===== src/rtl/pcpi_muldiv_iter.sv =====
// Iterative PCPI M-extension unit: MUL/MULH/MULHSU/MULHU and optional DIV/DIVU/REM/REMU.
// Latency XLEN/MUL_STEPS+1 (multiply) or XLEN+1 (divide) edges; dropping pcpi_valid in RUN abandons the op.
module pcpi_muldiv_iter #(
  parameter int XLEN       = 32,
  parameter int MUL_STEPS  = 1,
  parameter bit ENABLE_DIV = 1'b1
) (
  input  logic            clk,
  input  logic            reset,
  input  logic            pcpi_valid,
  input  logic [31:0]     pcpi_insn,
  input  logic [XLEN-1:0] pcpi_rs1,
  input  logic [XLEN-1:0] pcpi_rs2,
  output logic            pcpi_wr,
  output logic [XLEN-1:0] pcpi_rd,
  output logic            pcpi_wait,
  output logic            pcpi_ready
);

  localparam int CW = $clog2(XLEN);
  localparam logic [CW-1:0] MUL_LAST = CW'(XLEN / MUL_STEPS - 1);
  localparam logic [CW-1:0] DIV_LAST = CW'(XLEN - 1);

  typedef enum logic [1:0] {
    S_IDLE,
    S_RUN,
    S_DONE,
    S_HOLD
  } state_t;

  state_t state, state_nx;

  logic [2:0]        funct3;
  logic              is_m;
  logic              match;
  logic              accept;
  logic              unused_insn;

  logic              a_sgn, b_sgn;
  logic              a_neg, b_neg;
  logic [XLEN-1:0]   a_mag, b_mag;

  logic [2:0]        op;
  logic              op_div;
  logic [CW-1:0]     cnt;
  logic              last;

  logic [2*XLEN-1:0] acc, acc_nx;
  logic [2*XLEN-1:0] ma;
  logic [XLEN-1:0]   mb;
  logic              mb_sgn;

  logic [XLEN-1:0]   quo, quo_nx;
  logic [XLEN-1:0]   rem, rem_nx;
  logic [XLEN-1:0]   dvs;
  logic              q_neg, r_neg;
  logic [XLEN:0]     div_sh;
  logic [XLEN+1:0]   div_trial;

  logic [XLEN-1:0]   result;

  assign funct3      = pcpi_insn[14:12];
  assign is_m        = (pcpi_insn[6:0] == 7'b0110011) && (pcpi_insn[31:25] == 7'b0000001);
  assign match       = is_m && (!funct3[2] || ENABLE_DIV);
  assign accept      = (state == S_IDLE) && pcpi_valid && match;
  assign unused_insn = ^{pcpi_insn[24:15], pcpi_insn[11:7]};

  // Operand signedness by funct3: MULH s*s, MULHSU s*u, DIV/REM signed.
  always_comb begin
    a_sgn = 1'b0;
    b_sgn = 1'b0;
    case (funct3)
      3'd1, 3'd4, 3'd6: begin
        a_sgn = 1'b1;
        b_sgn = 1'b1;
      end
      3'd2:    a_sgn = 1'b1;
      default: ;
    endcase
  end

  assign a_neg = a_sgn && pcpi_rs1[XLEN-1];
  assign b_neg = b_sgn && pcpi_rs2[XLEN-1];
  assign a_mag = a_neg ? -pcpi_rs1 : pcpi_rs1;
  assign b_mag = b_neg ? -pcpi_rs2 : pcpi_rs2;

  assign last = op_div ? (cnt == DIV_LAST) : (cnt == MUL_LAST);

  always_ff @(posedge clk) begin
    if (reset) begin
      state <= S_IDLE;
    end else begin
      state <= state_nx;
    end
  end

  always_comb begin
    state_nx = state;
    case (state)
      S_IDLE: if (pcpi_valid && match) state_nx = S_RUN;
      S_RUN: begin
        if (!pcpi_valid) begin
          state_nx = S_IDLE;
        end else if (last) begin
          state_nx = S_DONE;
        end
      end
      S_DONE:  state_nx = S_HOLD;
      S_HOLD:  state_nx = S_IDLE;
      default: state_nx = S_IDLE;
    endcase
  end

  // The top multiplier bit of a signed rs2 carries weight -2^(XLEN-1), so it subtracts.
  always_comb begin
    acc_nx = acc;
    for (int j = 0; j < MUL_STEPS; j++) begin
      if (mb[j]) begin
        if (mb_sgn && (cnt == MUL_LAST) && (j == MUL_STEPS - 1)) begin
          acc_nx = acc_nx - (ma << j);
        end else begin
          acc_nx = acc_nx + (ma << j);
        end
      end
    end
  end

  // Restoring step: quo shifts the dividend out while quotient bits shift in.
  always_comb begin
    div_sh    = {rem, quo[XLEN-1]};
    div_trial = {1'b0, div_sh} - {2'b00, dvs};
    if (!div_trial[XLEN+1]) begin
      rem_nx = div_trial[XLEN-1:0];
      quo_nx = {quo[XLEN-2:0], 1'b1};
    end else begin
      rem_nx = div_sh[XLEN-1:0];
      quo_nx = {quo[XLEN-2:0], 1'b0};
    end
  end

  always_comb begin
    result = '0;
    case (op)
      3'd0:             result = acc[XLEN-1:0];
      3'd1, 3'd2, 3'd3: result = acc[2*XLEN-1:XLEN];
      3'd4, 3'd5:       result = q_neg ? -quo : quo;
      default:          result = r_neg ? -rem : rem;
    endcase
  end

  always_ff @(posedge clk) begin
    if (reset) begin
      op         <= '0;
      op_div     <= 1'b0;
      cnt        <= '0;
      acc        <= '0;
      ma         <= '0;
      mb         <= '0;
      mb_sgn     <= 1'b0;
      quo        <= '0;
      rem        <= '0;
      dvs        <= '0;
      q_neg      <= 1'b0;
      r_neg      <= 1'b0;
      pcpi_rd    <= '0;
      pcpi_wait  <= 1'b0;
      pcpi_ready <= 1'b0;
      pcpi_wr    <= 1'b0;
    end else begin
      if (accept) begin
        op     <= funct3;
        op_div <= funct3[2];
        cnt    <= '0;
        acc    <= '0;
        ma     <= {{XLEN{a_neg}}, pcpi_rs1};
        mb     <= pcpi_rs2;
        mb_sgn <= b_sgn && !funct3[2];
        quo    <= a_mag;
        rem    <= '0;
        dvs    <= b_mag;
        // A zero divisor yields all-ones quotient regardless of dividend sign.
        q_neg  <= (a_neg ^ b_neg) && (pcpi_rs2 != '0);
        r_neg  <= a_neg;
      end else if (state == S_RUN) begin
        cnt <= cnt + 1'b1;
        if (op_div) begin
          quo <= quo_nx;
          rem <= rem_nx;
        end else begin
          acc <= acc_nx;
          ma  <= ma << MUL_STEPS;
          mb  <= mb >> MUL_STEPS;
        end
      end

      if (state == S_DONE) begin
        pcpi_rd <= result;
      end
      pcpi_wait  <= (state_nx == S_RUN) || (state_nx == S_DONE);
      pcpi_ready <= (state == S_DONE);
      pcpi_wr    <= (state == S_DONE);
    end
  end

endmodule

===== config.mk =====
export PLATFORM = sky130hd
export DESIGN_NAME = pcpi_muldiv_iter
export DESIGN_NICKNAME = d
export VERILOG_FILES = /design/src/rtl/pcpi_muldiv_iter.sv
export SDC_FILE = /design/constraint.sdc
export NUM_CORES = 1
export LEC_CHECK = 0
export BUFFER_PORTS_ARGS = -buffer_cell sky130_fd_sc_hd__buf_4
export CORE_MARGIN = 2
export CORE_UTILIZATION = 40
export CTS_BUF_LIST = sky130_fd_sc_hd__clkbuf_16
export DETAILED_ROUTE_END_ITERATION = 7
export SYNTH_ARGS = -nofsm -noshare
export SYNTH_HDL_FRONTEND = slang
export SYNTH_SLANG_ARGS = --single-unit

===== constraint.sdc =====
create_clock -name clk -period 5.05 [get_ports clk]
set_input_delay 0.2525 -clock clk [delete_from_list [all_inputs] [get_ports clk]]
set_output_delay 0.2525 -clock clk [all_outputs]
set_load 0.02 [all_outputs]

# After elaboration in Yosys (flattened, before gate mapping)
# Index checks and enable logic that the tools add are counted.
# word_totals
output_inout_bits	35
ff_bits	304
elab_cells	92
# classes
eq_ne	18
reduce_logical	25
add_sub_neg	8
muxes	23
bitwise_logic	2
# ops
op	n
2-to-1 mux 32 bit	11
2-to-1 mux 64 bit	4
negation 32 bit	4
one-hot mux 32 bit (3 select lines)	1
adder 64 bit	1
subtractor 64 bit	1
subtractor 33 x 32 -> 34 bit	1
nonzero test 32 bit	1
== test 3 bit, second input constant	4
== test 3 x 2 -> 1 bit, second input constant	3
logical AND 1 bit	9
one-hot mux 2 bit (4 select lines)	1
== test 7 x 1 -> 1 bit, second input constant	1
== test 7 x 6 -> 1 bit, second input constant	1
== test 2 bit, second input constant	3
== test 3 x 1 -> 1 bit, second input constant	2
2-to-1 mux 2 bit	3
AND reduction 2 bit	3
OR reduction 3 bit	2
adder 5 x 1 -> 5 bit, second input constant	1
== test 5 bit, second input constant	1
== test 2 x 1 -> 1 bit, second input constant	2
nonzero test 2 bit	2
OR reduction 2 bit	2
10 further kinds	12

# Depth between registers and ports, before layout
# depth
word_depth	7
mapped_depth	22
mapped_depth_nobuf	21

# Worst setup path before layout
# Ideal clock, no wire load.
# synth_timing
kind	register to register
startpoint	register ma[12]
endpoint	register acc[59]
synth_period_minus_slack_ns	4.962
path_stages_with_launch	19
n_path_buf	1
setup_time_ns	0.128
slack_ns	0.088
arrival_ns	4.833
path_cell_list	dfxtp_1 -> or4_1 -> nor4_1 -> or2b_1 -> nor3_1 -> nand3_1 -> nor3b_1 -> a21oi_1 -> xnor2_1 -> ha_1 -> clkbuf_1 -> nand4_1 -> or4_1 -> or3_1 -> and3_1 -> o211a_1 -> o211ai_1 -> xnor2_1 -> o21ai_0
# synth_between
elab_chain_len	2
word_cells_on_any_way	3
# synth_lines
element	line_no	source
start: declaration	49	logic [2*XLEN-1:0] ma;
start signal: assignment	175	ma <= {{XLEN{a_neg}}, pcpi_rs1};
start signal: assignment	191	ma <= ma << MUL_STEPS;
adder 64 bit / subtractor 64 bit (equally long branches)	122, 120	
2-to-1 mux 64 bit *	119	if (mb_sgn && (cnt == MUL_LAST) && (j == MUL_STEPS - 1)) begin
end signal: assignment	190	acc <= acc_nx;
end: declaration	48	logic [2*XLEN-1:0] acc, acc_nx;
# Every way passes the cells marked *; elsewhere a longest branch is shown, timed or not.
# A chain may end at the register's enable or synchronous reset.

# Worst setup path after layout
# layout_timing
startpoint	register cnt[0]
endpoint	register acc[56]
# layout_between
elab_chain_len	3
# layout_lines
element	line_no	source
start: declaration	45	logic [CW-1:0] cnt;
start signal: assignment	185	cnt <= cnt + 1'b1;
== test 5 bit	119	
logical AND 1 bit	119	
2-to-1 mux 64 bit	119	
# Every way passes these cells.

==> summary.txt <==
Status
  – Status: complete, no violations

GRT
  – Total grt overflow: 0
  – First-pass GRT wire length: about 120 mm
  – Initial antenna violation count: 1
  – Vias in the first global route: ~20000
  – Global-route usage over all layers: 0.269
  – Largest net degree at the start of global routing: 103

Worst hold path
  – Hold endpoint: ma[28]
  – Min-delay src: pcpi_rs1[28]
  – WHS Path Cells: 3
  – Worst hold path type: input port to flop

Detailed routing
  – Met1 WL: about 37 mm
  – Post-route DRC violation count: 0
  – Routed wl met3: just under 6 mm
  – Antenna-violating nets left: 0
  – Met2 WL: approximately 31 mm
  – Via Count: about 22000
  – Post-DR vias/cell: between 5 and 6
  – Avg WL per Cell: 20.6 microns
  – Initial DRC Count: approximately 2200
  – Pre-Repair DR Iteration Count: 5
  – Final wirelength: between 70 and 80 mm
  – DR top layer: met4

Floorplanning
  – Std cell rows: 84
  – Die W: ~240 microns
  – I/O pin total: between 100 and 150
  – Die area: 55300 sq um
  – Core area: ~53000 sq um
  – Die H: around 240 microns
  – Starting Density: 0.406

Critical path
  – Worst r2r src: cnt[0]
  – Element type at the critical path end: flop
  – Reg2Reg Setup Slack: ~230 ps
  – CP Class: flop to flop
  – Critical Path RT: 5580 ps
  – Crit-path max FO: 15
  – CP Launch Type: flop
  – CP Data Arrival Time: between 5000 and 6000 ps
  – Worst Reg-to-Reg Cells: 20
  – Reg-to-reg endpoint: acc[56]

STA
  – Final worst-path setup slack: about 230 ps
  – Max_slew headroom: 0.173
  – Clock Skew: approximately 13 ps
  – Fmax achieved: between 200 and 250 MHz
  – Final Max Slew Viols: 0
  – Final setup viols: 0
  – Final Hold Fails: 0
  – Fin crit share: 0.954
  – Unrepaired setup endpoints after global routing: true
  – Post-layout min period: roughly 4800 ps
  – Setup_tns: 0 ps
  – Worst slew pin tran: around 1200 ps

Yosys
  – Asr flop ratio synth: 0
  – Post-Syn Instances: approximately 2900
  – Post-Synthesis Cell Area: around 21000 sq um
  – Seq/Total Area, Yosys: 0.284
  – Synth unique cells: 77
  – Warnings, synthesis: 0
  – Syn Area/Cell: 7.36 sq um
  – Synthesized net count: 3107
  – #FFs+latches synth: approximately 300
  – EDFF count, synth: 0
  – Synth Flop Type: dfxtp_1

Pwr
  – Power Total: around 5.8 mW
  – Maximum vdd drop: approximately 230 uV
  – Leak Pwr: about 10 nW
  – Seq pwr share: 0.409
  – Switching power: 1.42 mW
  – Cell Pwr Density: between 200 and 250 nW/um^2
  – Switching Share: 0.243
  – Comb power frac: 0.054
  – Clock share of power: 0.537
  – Internal: 4.42 mW

Layout
  – Final instance area: around 25000 sq um
  – FF+latch area: 6070 sq um
  – Layout area overhead: 18.0%
  – Layout filler cell count: between 5000 and 6000
  – Multi-input gate area: roughly 14000 sq um
  – Most frequent cells in the layout: nand2_1 (464), a21oi_1 (326), dfxtp_1 (303)
  – Fin nets: around 3200
  – Layout cell share with drive strength beyond 1: 0.109
  – Antenna diode count: 0
  – Commonest non-fill, non-tap cell in the layout: nand2_1

Clock network
  – CTS clk-pin slew, worst paths: roughly 60 ps
  – Worst-Skew Late Latency: around 600 ps
  – Clock tree buffer depth: 3
  – H-tree depth: 2
  – CTS Sinks: a little over 300
  – Cts bufs inserted: 39
  – CTS tree: built
  – CTS Root Cell: clkbuf_16

Flow run
  – Max-cap violations: 0

Place
  – GPL Wtd Cong: roughly 0.97
  – DPL Wire Length: roughly 58 mm
  – Placed inst area: approximately 23000 sq um
  – Pre-CTS setup slack: -57.5 ps
  – Port-buffer cells: approximately 120
-- routing by layer --
metal	track usage	up-vias
li1	-	10669
met1	0.402	10433
met2	0.387	855
met3	0.0414	137
met4	0.0938	0
met5	0	-
-- power groups by stage --
stage	registers (mW)	logic, mW	clock network, mW
finish	2.39	0.313	3.14
global route	2.39	0.335	3.28
CTS	2.39	0.307	3.18
detailed placement	2.44	0.273	0
global placement	2.44	0.270	0
floorplan	2.44	0.135	0
-- flip-flops by register name, indices dropped and copies added, names as in the netlist --
name	cells
acc	64
cnt	5
dvs	32
ma	64
mb	32
mb_sgn	1
op	3
pcpi_rd	32
pcpi_ready	1
pcpi_wait	1
q_neg	1
quo	32
r_neg	1
rem	32
state	2
-- repair_timing --
| action | in CTS | in global routing |
|---|---|---|
| setup buffers | 0 | 3 |
| hold endpoints to repair | 61 | 0 |
| pin swaps | 0 | 4 |
| resized for setup | 2 | 22 |
| hold buffers | 54 | 0 |
| setup endpoints to repair | 4 | 20 |
-- kinds of logic after synthesis --
family                   after synthesis  synth area share
AND/OR/NAND/NOR                     1001             0.209
adder cells (fa/ha/maj)              104            0.0616
AO/OA/AOI/OAI                        938             0.279
XOR/XNOR                             260             0.107
flip-flops                           303             0.284
multiplexers                          27            0.0128
buffers and inverters                271            0.0479
-- stage by stage --
step                 util  hold slack (ps)  cells
finish              0.479             12.5   3735
global route        0.479             23.7   3735
CTS                 0.477           0.0850   3732
detailed placement  0.439              447   3606
global placement    0.439              443   3606
floorplan               -              388   2904
-- worst max path at each step --
stage,start,end,slack [ps],cells after the start
final,cnt[0],acc[56],230,20
after global routing,ma[12],acc[61],-20,20
after CTS,ma[12],acc[63],20,20
after detailed placement,ma[12],acc[63],-60,20
after global placement,ma[12],acc[63],-30,20
after floorplan,ma[12],acc[59],90,18
-- final cells by class --
class | instances | area share
clock buffer | 39 | 0.0387
multi-input combinational | 2330 | 0.573
tap | 688 | 0.0341
clock inverter | 33 | 0.0181
sequential | 303 | 0.240
inverter | 77 | 0.0115
timing repair buffer | 265 | 0.0847
-- cell usage after synthesis (19+ instances only) --
cell | instances | share of area
nand2_1 | 466 | 0.082
a21oi_1 | 327 | 0.077
dfxtp_1 | 303 | 0.28
nor2_1 | 240 | 0.042
clkbuf_1 | 180 | 0.032
o21ai_0 | 162 | 0.038
xor2_1 | 142 | 0.058
xnor2_1 | 118 | 0.048
ha_1 | 102 | 0.060
inv_1 | 77 | 0.014
a22oi_1 | 62 | 0.022
nor3_1 | 60 | 0.014
a21o_1 | 53 | 0.019
a31oi_1 | 50 | 0.015
a211oi_1 | 43 | 0.015
o31ai_1 | 40 | 0.014
nand4_1 | 36 | 0.011
a311oi_1 | 35 | 0.014
nand3_1 | 30 | 0.0070
o41ai_1 | 26 | 0.011
mux2i_1 | 25 | 0.012
nor4_1 | 24 | 0.0070
or3_1 | 23 | 0.0067
nand2b_1 | 20 | 0.0059
o211ai_1 | 19 | 0.0067
o21bai_1 | 19 | 0.0067
-- critical path: stages (launching register included) --
cell and delay, ps:
dfxtp_1 340, ha_1 220, and3_1 190, ha_1 300
nand2_1 200, buf_4 240, o31ai_1 110, xor2_1 170
ha_1 420, nand2_1 80, o21ai_0 320, a21oi_1 110
o21ai_0 460, a31oi_1 180, buf_4 200, o211a_1 250
o31ai_1 210, buf_4 200, a21oi_1 90, or4_1 400
nand3_1 70
Note: power is estimated with default switching activity, not from simulation.
